`config.mk`:
```
export PLATFORM = sky130hd
export DESIGN_NAME = demux_scan_sequencer
export DESIGN_NICKNAME = d
export VERILOG_FILES = /design/src/rtl/demux_scan_sequencer.sv
export SDC_FILE = /design/constraint.sdc
export NUM_CORES = 1
export LEC_CHECK = 0
export ABC_AREA = 1
export BUFFER_PORTS_ARGS = -buffer_cell sky130_fd_sc_hd__buf_4
export CAP_MARGIN = 15
export CORE_MARGIN = 2
export CORE_UTILIZATION = 35
export DETAILED_ROUTE_END_ITERATION = 10
export GPL_ROUTABILITY_DRIVEN = 0
export PLACE_DENSITY_LB_ADDON = 0.3
export SETUP_SLACK_MARGIN = 0.1
export SLEW_MARGIN = 30
export SYNTH_ARGS = -nofsm -noshare
export SYNTH_HDL_FRONTEND = slang
export SYNTH_SLANG_ARGS = --single-unit
```
`constraint.sdc`:
```
create_clock -name clock -period 1.7 [get_ports clock]
set_input_delay 0.17 -clock clock [delete_from_list [all_inputs] [get_ports clock]]
set_output_delay 0.17 -clock clock [all_outputs]
set_load 0.05 [all_outputs]
```
`src/rtl/demux_scan_sequencer.sv`:
```
// ============================================================================
// Module      : demux_scan_sequencer
// Description : Serialises a 16-bit word onto a demultiplexer, holding each
//               select value for STEP_CYCLES clocks. Optional macro
//               DEMUX_SEQ_SKIP_ZERO_EN visits only the set bits of the word.
// Revision    : 1.0 - initial release
// ============================================================================
`default_nettype none

module demux_scan_sequencer #(
  parameter int STEP_CYCLES = 1
) (
  input  logic        clock,
  input  logic        reset,
  input  logic [15:0] load_data,
  input  logic        load_valid,
  output logic        load_ready,
  input  logic        hold,
  output logic        demux_in,
  output logic        demux_enable,
  output logic [3:0]  demux_sel,
  output logic        busy,
  output logic        done
);

  localparam logic [1:0] C_IDLE       = 2'd0;
  localparam logic [1:0] C_SCAN       = 2'd1;
  localparam logic [1:0] C_DONE       = 2'd2;
  localparam logic [3:0] C_LAST_DWELL = 4'(STEP_CYCLES - 1);

  logic [1:0]  state_q, state_d;
  logic [3:0]  index_q, index_d;
  logic [3:0]  dwell_q, dwell_d;
  logic [15:0] shadow_q, shadow_d;

`ifdef DEMUX_SEQ_SKIP_ZERO_EN
  // Returns {found, index} of the lowest set bit at or above 'from'.
  function automatic logic [4:0] first_set_from(input logic [15:0] word,
                                                input logic [4:0]  from);
    logic [4:0] r;
    r = '0;
    for (int i = 15; i >= 0; i--) begin
      if (word[i] && (5'(i) >= from)) r = {1'b1, 4'(i)};
    end
    return r;
  endfunction

  logic [4:0] w_first;
  logic [4:0] w_next;
  assign w_first = first_set_from(load_data, 5'd0);
  assign w_next  = first_set_from(shadow_q, {1'b0, index_q} + 5'd1);
`endif

  always_ff @(posedge clock or posedge reset) begin
    if (reset) begin
      state_q  <= C_IDLE;
      index_q  <= '0;
      dwell_q  <= '0;
      shadow_q <= '0;
    end else begin
      state_q  <= state_d;
      index_q  <= index_d;
      dwell_q  <= dwell_d;
      shadow_q <= shadow_d;
    end
  end

  always_comb begin
    state_d  = state_q;
    index_d  = index_q;
    dwell_d  = dwell_q;
    shadow_d = shadow_q;
    case (state_q)
      C_IDLE: begin
        if (load_valid) begin
          shadow_d = load_data;
          dwell_d  = '0;
`ifdef DEMUX_SEQ_SKIP_ZERO_EN
          if (w_first[4]) begin
            state_d = C_SCAN;
            index_d = w_first[3:0];
          end else begin
            state_d = C_DONE;
            index_d = '0;
          end
`else
          state_d = C_SCAN;
          index_d = '0;
`endif
        end
      end
      C_SCAN: begin
        if (!hold) begin
          if (dwell_q == C_LAST_DWELL) begin
            dwell_d = '0;
`ifdef DEMUX_SEQ_SKIP_ZERO_EN
            if (w_next[4]) begin
              index_d = w_next[3:0];
            end else begin
              state_d = C_DONE;
              index_d = '0;
            end
`else
            if (index_q == 4'd15) begin
              state_d = C_DONE;
              index_d = '0;
            end else begin
              index_d = index_q + 4'd1;
            end
`endif
          end else begin
            dwell_d = dwell_q + 4'd1;
          end
        end
      end
      C_DONE:  state_d = C_IDLE;
      default: state_d = C_IDLE;
    endcase
  end

  // Outputs decode the registered state only, so reset clears them at once.
  always_comb begin
    load_ready   = 1'b0;
    demux_enable = 1'b0;
    demux_sel    = '0;
    demux_in     = 1'b0;
    busy         = 1'b0;
    done         = 1'b0;
    case (state_q)
      C_IDLE: load_ready = 1'b1;
      C_SCAN: begin
        demux_enable = 1'b1;
        demux_sel    = index_q;
        demux_in     = shadow_q[index_q];
        busy         = 1'b1;
      end
      C_DONE: begin
        busy = 1'b1;
        done = 1'b1;
      end
      default: ;
    endcase
  end

endmodule

`default_nettype wire

```
==> results of run 1 <==
==> logic make-up after synthesis <==
logic type	after synthesis	share of synthesized area, %
buffers and inverters	35	9.608
DFF	26	46.26
AOI/OAI and AO/OA	29	11.30
and+or+nand+nor	74	22.33
xor gates and xnor gates	3	1.869
muxes	3	2.402
adders and majority gates	7	6.227
==> routing by layer <==
metal | up-vias | wire, µm | track usage [%]
met3 | 4 | 83 | 1.667
met2 | 18 | 1527 | 24.26
li1 | 635 | - | -
met4 | 0 | 46 | 7.398
met1 | 585 | 1406 | 19.12
met5 | - | 0 | 0
==> cells in the mapped netlist (all sizes together) <==
master / count
o31ai: 1
ha: 7
nor3: 1
nor3b: 1
clkbuf: 1
inv: 31
a21oi: 16
xor2: 3
mux2: 3
nor2: 24
o21ai: 12
dfrtp: 26
buf: 3
nand3: 17
nand4: 1
nand2: 30
==> state kept, by name (all words and copies together) (netlist names) <==
name / flops
dwell_q: 4
index_q: 4
shadow_q: 16
state_q: 2
==> worst max-delay path by stage <==
stage | start | to | slack [ns] | depth (start not counted)
floorplan | index_q[0] | demux_in | 0.15 | 6
global placement | index_q[0] | demux_in | 0.1 | 7
detailed placement | index_q[0] | demux_in | 0.04 | 7
CTS | index_q[0] | demux_in | 0.03 | 8
global route | index_q[0] | demux_in | -0.07 | 8
finish | index_q[0] | demux_in | 0.02 | 7
==> area by class of cell <==
cell class,instances,share of cell area [%]
clock buffer,3,2.154
multi-input combinational,116,37.99
tap,50,3.264
inverter,31,6.071
timing repair buffer,38,16.38
sequential,26,34.14
==> power by group <==
part | total, mW | switching [mW] | internal [mW]
clock network | 0.345 | 0.187 | 0.159
logic | 1.91 | 1.19 | 0.719
registers | 1.03 | 0.160 | 0.868
==> metrics by stage <==
stage	instances	utilization, %	hold slack, ns	cell area [µm²]	TNS [ns]
4_1_cts	263	46.43	0.1247	1831	0
3_5_place_dp	255	43.61	0.2541	1719	0
5_1_grt	264	48.62	0.1182	1917	-0.06940
3_3_place_gp	255	43.61	0.2569	1719	0
6_report	264	48.62	0.1244	1917	0
2_1_floorplan	177	-	0.2100	1435	0
==> worst max-delay path, delay by kind of cell (launching register included) <==
| kind | cells | cell delay (ns) |
|---|---|---|
| simple gates | 4 | 0.29 |
| flops | 1 | 0.47 |
| compound gates | 1 | 0.16 |
| buf+inv | 2 | 0.32 |
==> timing repair <==
| action | 4_1_cts | 5_1_grt |
|---|---|---|
| hold buffers | 1 | 0 |
| setup buffers | 4 | 1 |
| gates resized for setup | 10 | 21 |
| pin swaps | 3 | 10 |
| setup endpoints to repair | 5 | 24 |
| hold endpoints to repair | 26 | 0 |
==> flow_summary.toml, run 1 <==
[floorplanning]
die_w_um = 67.39
die-area_mm2 = 0.004541
pin_count = 29
fp-row-count = 23
initial_utilization_pct = 35.67
dieHeight_um = 67.39
core_area_mm2 = 0.003943

[synth]
synthTopCellsByArea = "sky130_fd_sc_hd__dfrtp_1, sky130_fd_sc_hd__nand2_1, sky130_fd_sc_hd__inv_1, sky130_fd_sc_hd__ha_1, sky130_fd_sc_hd__nor2_1"
syn_nets = 204
mapped_cell_area_mm2 = 0.001406
synthDominantAreaCellType = "sky130_fd_sc_hd__dfrtp_1"
yosysWarningCount = 0
post_synth.cell_area_avg_um2 = 7.945
synth_top_cell_area_share_pct = 46.26
ys_seq_elements = 26
synth_seq_area_share_pct = 46.26
yosysUniqueCellTypes = 20
synthCells = 177

[clock_network]
cts_bufs_inserted = 3
clkSlewWorstSetupHoldPaths_ns = 0.09
clk_latency_ns = 0.27
cts.root.buffer_cell = "sky130_fd_sc_hd__clkbuf_8"
clock_tree.buffer_depth = 2
cts.sink_count = 26
h-tree-depth = 1
clock_tree_from_tritoncts = "built"

[finish]
signed_area_change_from_the_synthesized_netlist_to_the_final_layout_pct = 36.30
seq_area_um2 = 654.4
layout-drive-gt1-share_pct = 34.58
highest_count_cells_in_the_layout_ignoring_fill_and_taps = "sky130_fd_sc_hd__buf_4, sky130_fd_sc_hd__nand2_1, sky130_fd_sc_hd__inv_1"
layout.cells.most_common = "sky130_fd_sc_hd__buf_4"
diodes = 0
fillerInstances = 380
multi_input_comb_area_um2 = 728.2
nNetsFinal = 243

[place]
post-place-ws_ns = 0.03910
port_buffers = 28
place.detailed.hpwl_um = 2121

[setup_path]
slowest_stage_cell_on_the_critical_path = "sky130_fd_sc_hd__dfrtp_2"
critical-path-max-stage-delay_ns = 0.47
critical_path.reg2reg.startpoint = "index_q[0]"
rr_worst_depth = 8
critPathCaptureType = "primary output"
setup.reg_to_reg.worst_slack_ns = 0.14
regToRegEndpoint = "state_q[0]"
critical_path.max_fanout = 5
path_cells = "buf_6 -> nand2_2 -> nand3_2 -> nand3_2 -> nand3_2 -> a21oi_2 -> buf_6"
cp_data_required_time_ns = 1.53
critical_path_class = "flip-flop to primary output"
worstPathArrival_ns = 1.51
worst_setup_path_start_kind = "flip-flop"
top_cell_by_count_worst_path = "sky130_fd_sc_hd__nand3_2"

[min_path]
worstHoldPathCells = 2
hold_path_startpoint = "load_data[14]"
hold_path_end = "shadow_q[14]"
timing.hold.worst.class = "input pin to flip-flop"

[sta]
final_hold_violating_endpoints = 0
tightest_slew_margin_relative_to_the_limit_pct = 77.34
grt_setup_unrepaired = "true"
post-route-min-period_ns = 1.683
tightest_slew_ns = 0.3399
final.setup_skew_ns = 0.002717
layout_worst_path_cycle_share_pct = 99.00
drv_slew = 0
maxClockFrequency_mhz = 594.2
setup_viol = 0
final_critical_path_setup_slack_ns = 0.01707

[grt]
grt_start_max_net_pins = 27
global_route.usage.total_pct = 14.72
wire_length_of_the_first_global_routing_pass_um = 5133
globalRoute.totalOverflow = 0
via_count_of_the_first_global_routing_pass = 1192
grt_antenna_before_repair = 0

[drt]
mean_number_of_vias_per_cell = 4.705
drt_first_iter_violations = 22
num_vias = 1242
wire_per_inst_um = 11.61
totalWireLength_um = 3064
antenna_violating_nets_post_route = 0
detailedRoute.firstPassIterationCount = 4
remaining_drc_errors = 0

[power]
power.leakage_nw = 0.9645
total_power_mw = 3.280
ir_drop_uv = 527.6
power.density_cell_area_mw_per_mm2 = 1711

[run_status]
status = "finished, final reports clean"

[run]
drv_cap = 0
Power figures use the tool's default switching activity.
==> run 2: changes to the inputs <==
- BUFFER_PORTS_ARGS: -buffer_cell sky130_fd_sc_hd__buf_4 -> not set
- DONT_BUFFER_PORTS: not set -> 1
==> flow_summary.toml, run 2 (synthesized netlist as in run 1, its figures left out) <==
[min_path]
hold_path_startpoint = "load_data[8]"
timing.hold.worst.class = "input pin to flip-flop"

[finish]
largest_register_ff_count = 16
highest_count_cells_in_the_layout_ignoring_fill_and_taps = "sky130_fd_sc_hd__nand2_1, sky130_fd_sc_hd__inv_1, sky130_fd_sc_hd__dfrtp_1"
signed_area_change_from_the_synthesized_netlist_to_the_final_layout_pct = 26.33
nNetsFinal = 221
biggestRegsByFlops = "shadow_q: 16 flops, dwell_q: 4 flops, index_q: 4 flops"
diodes = 0
layout.cells.most_common = "sky130_fd_sc_hd__nand2_1"
design_area_mm2 = 0.001777
layout-drive-gt1-share_pct = 28.50
top_register = "shadow_q"

[grt]
grt_start_max_net_pins = 27
grt_antenna_before_repair = 0
globalRoute.totalOverflow = 0
global_route.usage.total_pct = 15.14
via_count_of_the_first_global_routing_pass = 1150
wire_length_of_the_first_global_routing_pass_um = 5188

[clock_network]
clk_latency_ns = 0.27
clkSlewWorstSetupHoldPaths_ns = 0.09
cts.sink_count = 26
clock_tree_from_tritoncts = "built"
cts.root.buffer_cell = "sky130_fd_sc_hd__clkbuf_8"
cts_bufs_inserted = 3
h-tree-depth = 1
clock_tree.buffer_depth = 2

[drt]
drt_first_iter_violations = 19
remaining_drc_errors = 0
wire_per_inst_um = 11.95
totalWireLength_um = 2903
detailedRoute.firstPassIterationCount = 4
num_vias = 1121
mean_number_of_vias_per_cell = 4.613
antenna_violating_nets_post_route = 0

[run_status]
status = "finished, final reports clean"

[floorplanning]
initial_utilization_pct = 35.67
die_w_um = 67.39
fp-row-count = 23
dieHeight_um = 67.39
core_area_mm2 = 0.003943
die-area_mm2 = 0.004541
pin_count = 29

[power]
power.density_cell_area_mw_per_mm2 = 1897
switching_pwr_mw = 1.532
pwr-share-comb_pct = 58.0
p_int_mw = 1.838
ir_drop_uv = 718.9
power.leakage_nw = 0.8653
relative_contribution_of_the_clock_network_to_total_power_pct = 11.8
switching_share_pct = 45.45
share_seq_of_total_power_pct = 30.2

[setup_path]
slowest_stage_cell_on_the_critical_path = "sky130_fd_sc_hd__dfrtp_2"
critical_path_class = "flip-flop to primary output"
critical-path-max-stage-delay_ns = 0.46
path_cells = "buf_6 -> nand2_2 -> nand3_1 -> nand3_2 -> nand3_1 -> a21oi_2 -> buf_12"
critical_path.reg2reg.startpoint = "index_q[0]"
critical_path.max_fanout = 6
worstPathBufferInverterCount = 2
cp_data_required_time_ns = 1.53
top_cell_by_count_worst_path = "sky130_fd_sc_hd__nand3_1"
critPathCaptureType = "primary output"
critical_path.top_delay_family = "flip-flops"
worstPathArrival_ns = 1.52
worst_setup_path_start_kind = "flip-flop"
critical_path.startpoint = "index_q[0]"
setup.reg_to_reg.worst_slack_ns = 0.14

[place]
post-place-ws_ns = 0.1445
place.detailed.hpwl_um = 2125
post_dp_cell_area_mm2 = 0.001594
port_buffers = 0

[sta]
layout_worst_path_cycle_share_pct = 99.20
maxClockFrequency_mhz = 593.0
tightest_slew_margin_relative_to_the_limit_pct = 65.98
final_hold_violating_endpoints = 0
final_critical_path_setup_slack_ns = 0.01357
post-route-min-period_ns = 1.686
final.setup_skew_ns = 0.002205
setup_viol = 0
drv_slew = 0
grt_setup_unrepaired = "true"
tightest_slew_ns = 0.5115

[run]
drv_cap = 0
run 2: area by class of cell:
type                    count  area (µm²)
flip-flops and latches     26       654.4
fillers                   388        2166
inverters                  31       116.4
multi-input cells         116       725.7
repair buffers             16       162.7
well taps                  50       62.56
clock buffers               4       55.05
run 2: routing by layer:
metal,track usage (%),vias up,part of all wire [%]
li1,-,588,-
met1,21.01,505,48
met2,23.89,20,47
met3,2.000,8,2.7
met4,6.122,0,2.4
met5,0,-,0
run 2: metrics by stage:
stage	power, mW	instances	util [%]	TNS, ns	hold slack (ns)
2_1_floorplan	2.310	177	-	0	0.2100
3_3_place_gp	2.699	235	40.43	0	0.1480
3_5_place_dp	2.717	235	40.43	0	0.1382
4_1_cts	3.243	243	43.48	0	0.03320
5_1_grt	3.671	243	45.07	-0.06124	0.03102
6_report	3.370	243	45.07	0	0.04263
run 2: path summary, 6_finish.rpt:
path                                end  depth (start not counted)
setup reg to reg             state_q[0]                          8
hold reg to reg            shadow_q[12]                          2
hold / removal              shadow_q[8]                          1
max in group asynchronous    state_q[0]                          3
min in group asynchronous    index_q[1]                          3
setup / recovery               demux_in                          7
run 2: repair_timing:
| action | in CTS | in global routing |
|---|---|---|
| endpoints found under the hold margin | 26 | 0 |
| gates resized for setup | 10 | 22 |
| gates cloned | 0 | 0 |
| buffers inserted | 3 | 0 |
| hold buffers | 1 | 0 |
| endpoints found under the setup margin | 5 | 28 |
| pin swaps | 9 | 13 |
run 2: power groups by stage:
| stage | Clock, mW | Sequential (mW) | Combinational (mW) |
|---|---|---|---|
| 2_1_floorplan | 0 | 0.975 | 1.33 |
| 3_3_place_gp | 0 | 0.997 | 1.70 |
| 3_5_place_dp | 0 | 1.01 | 1.71 |
| 4_1_cts | 0.419 | 1.01 | 1.82 |
| 5_1_grt | 0.442 | 1.05 | 2.18 |
| 6_report | 0.398 | 1.02 | 1.95 |
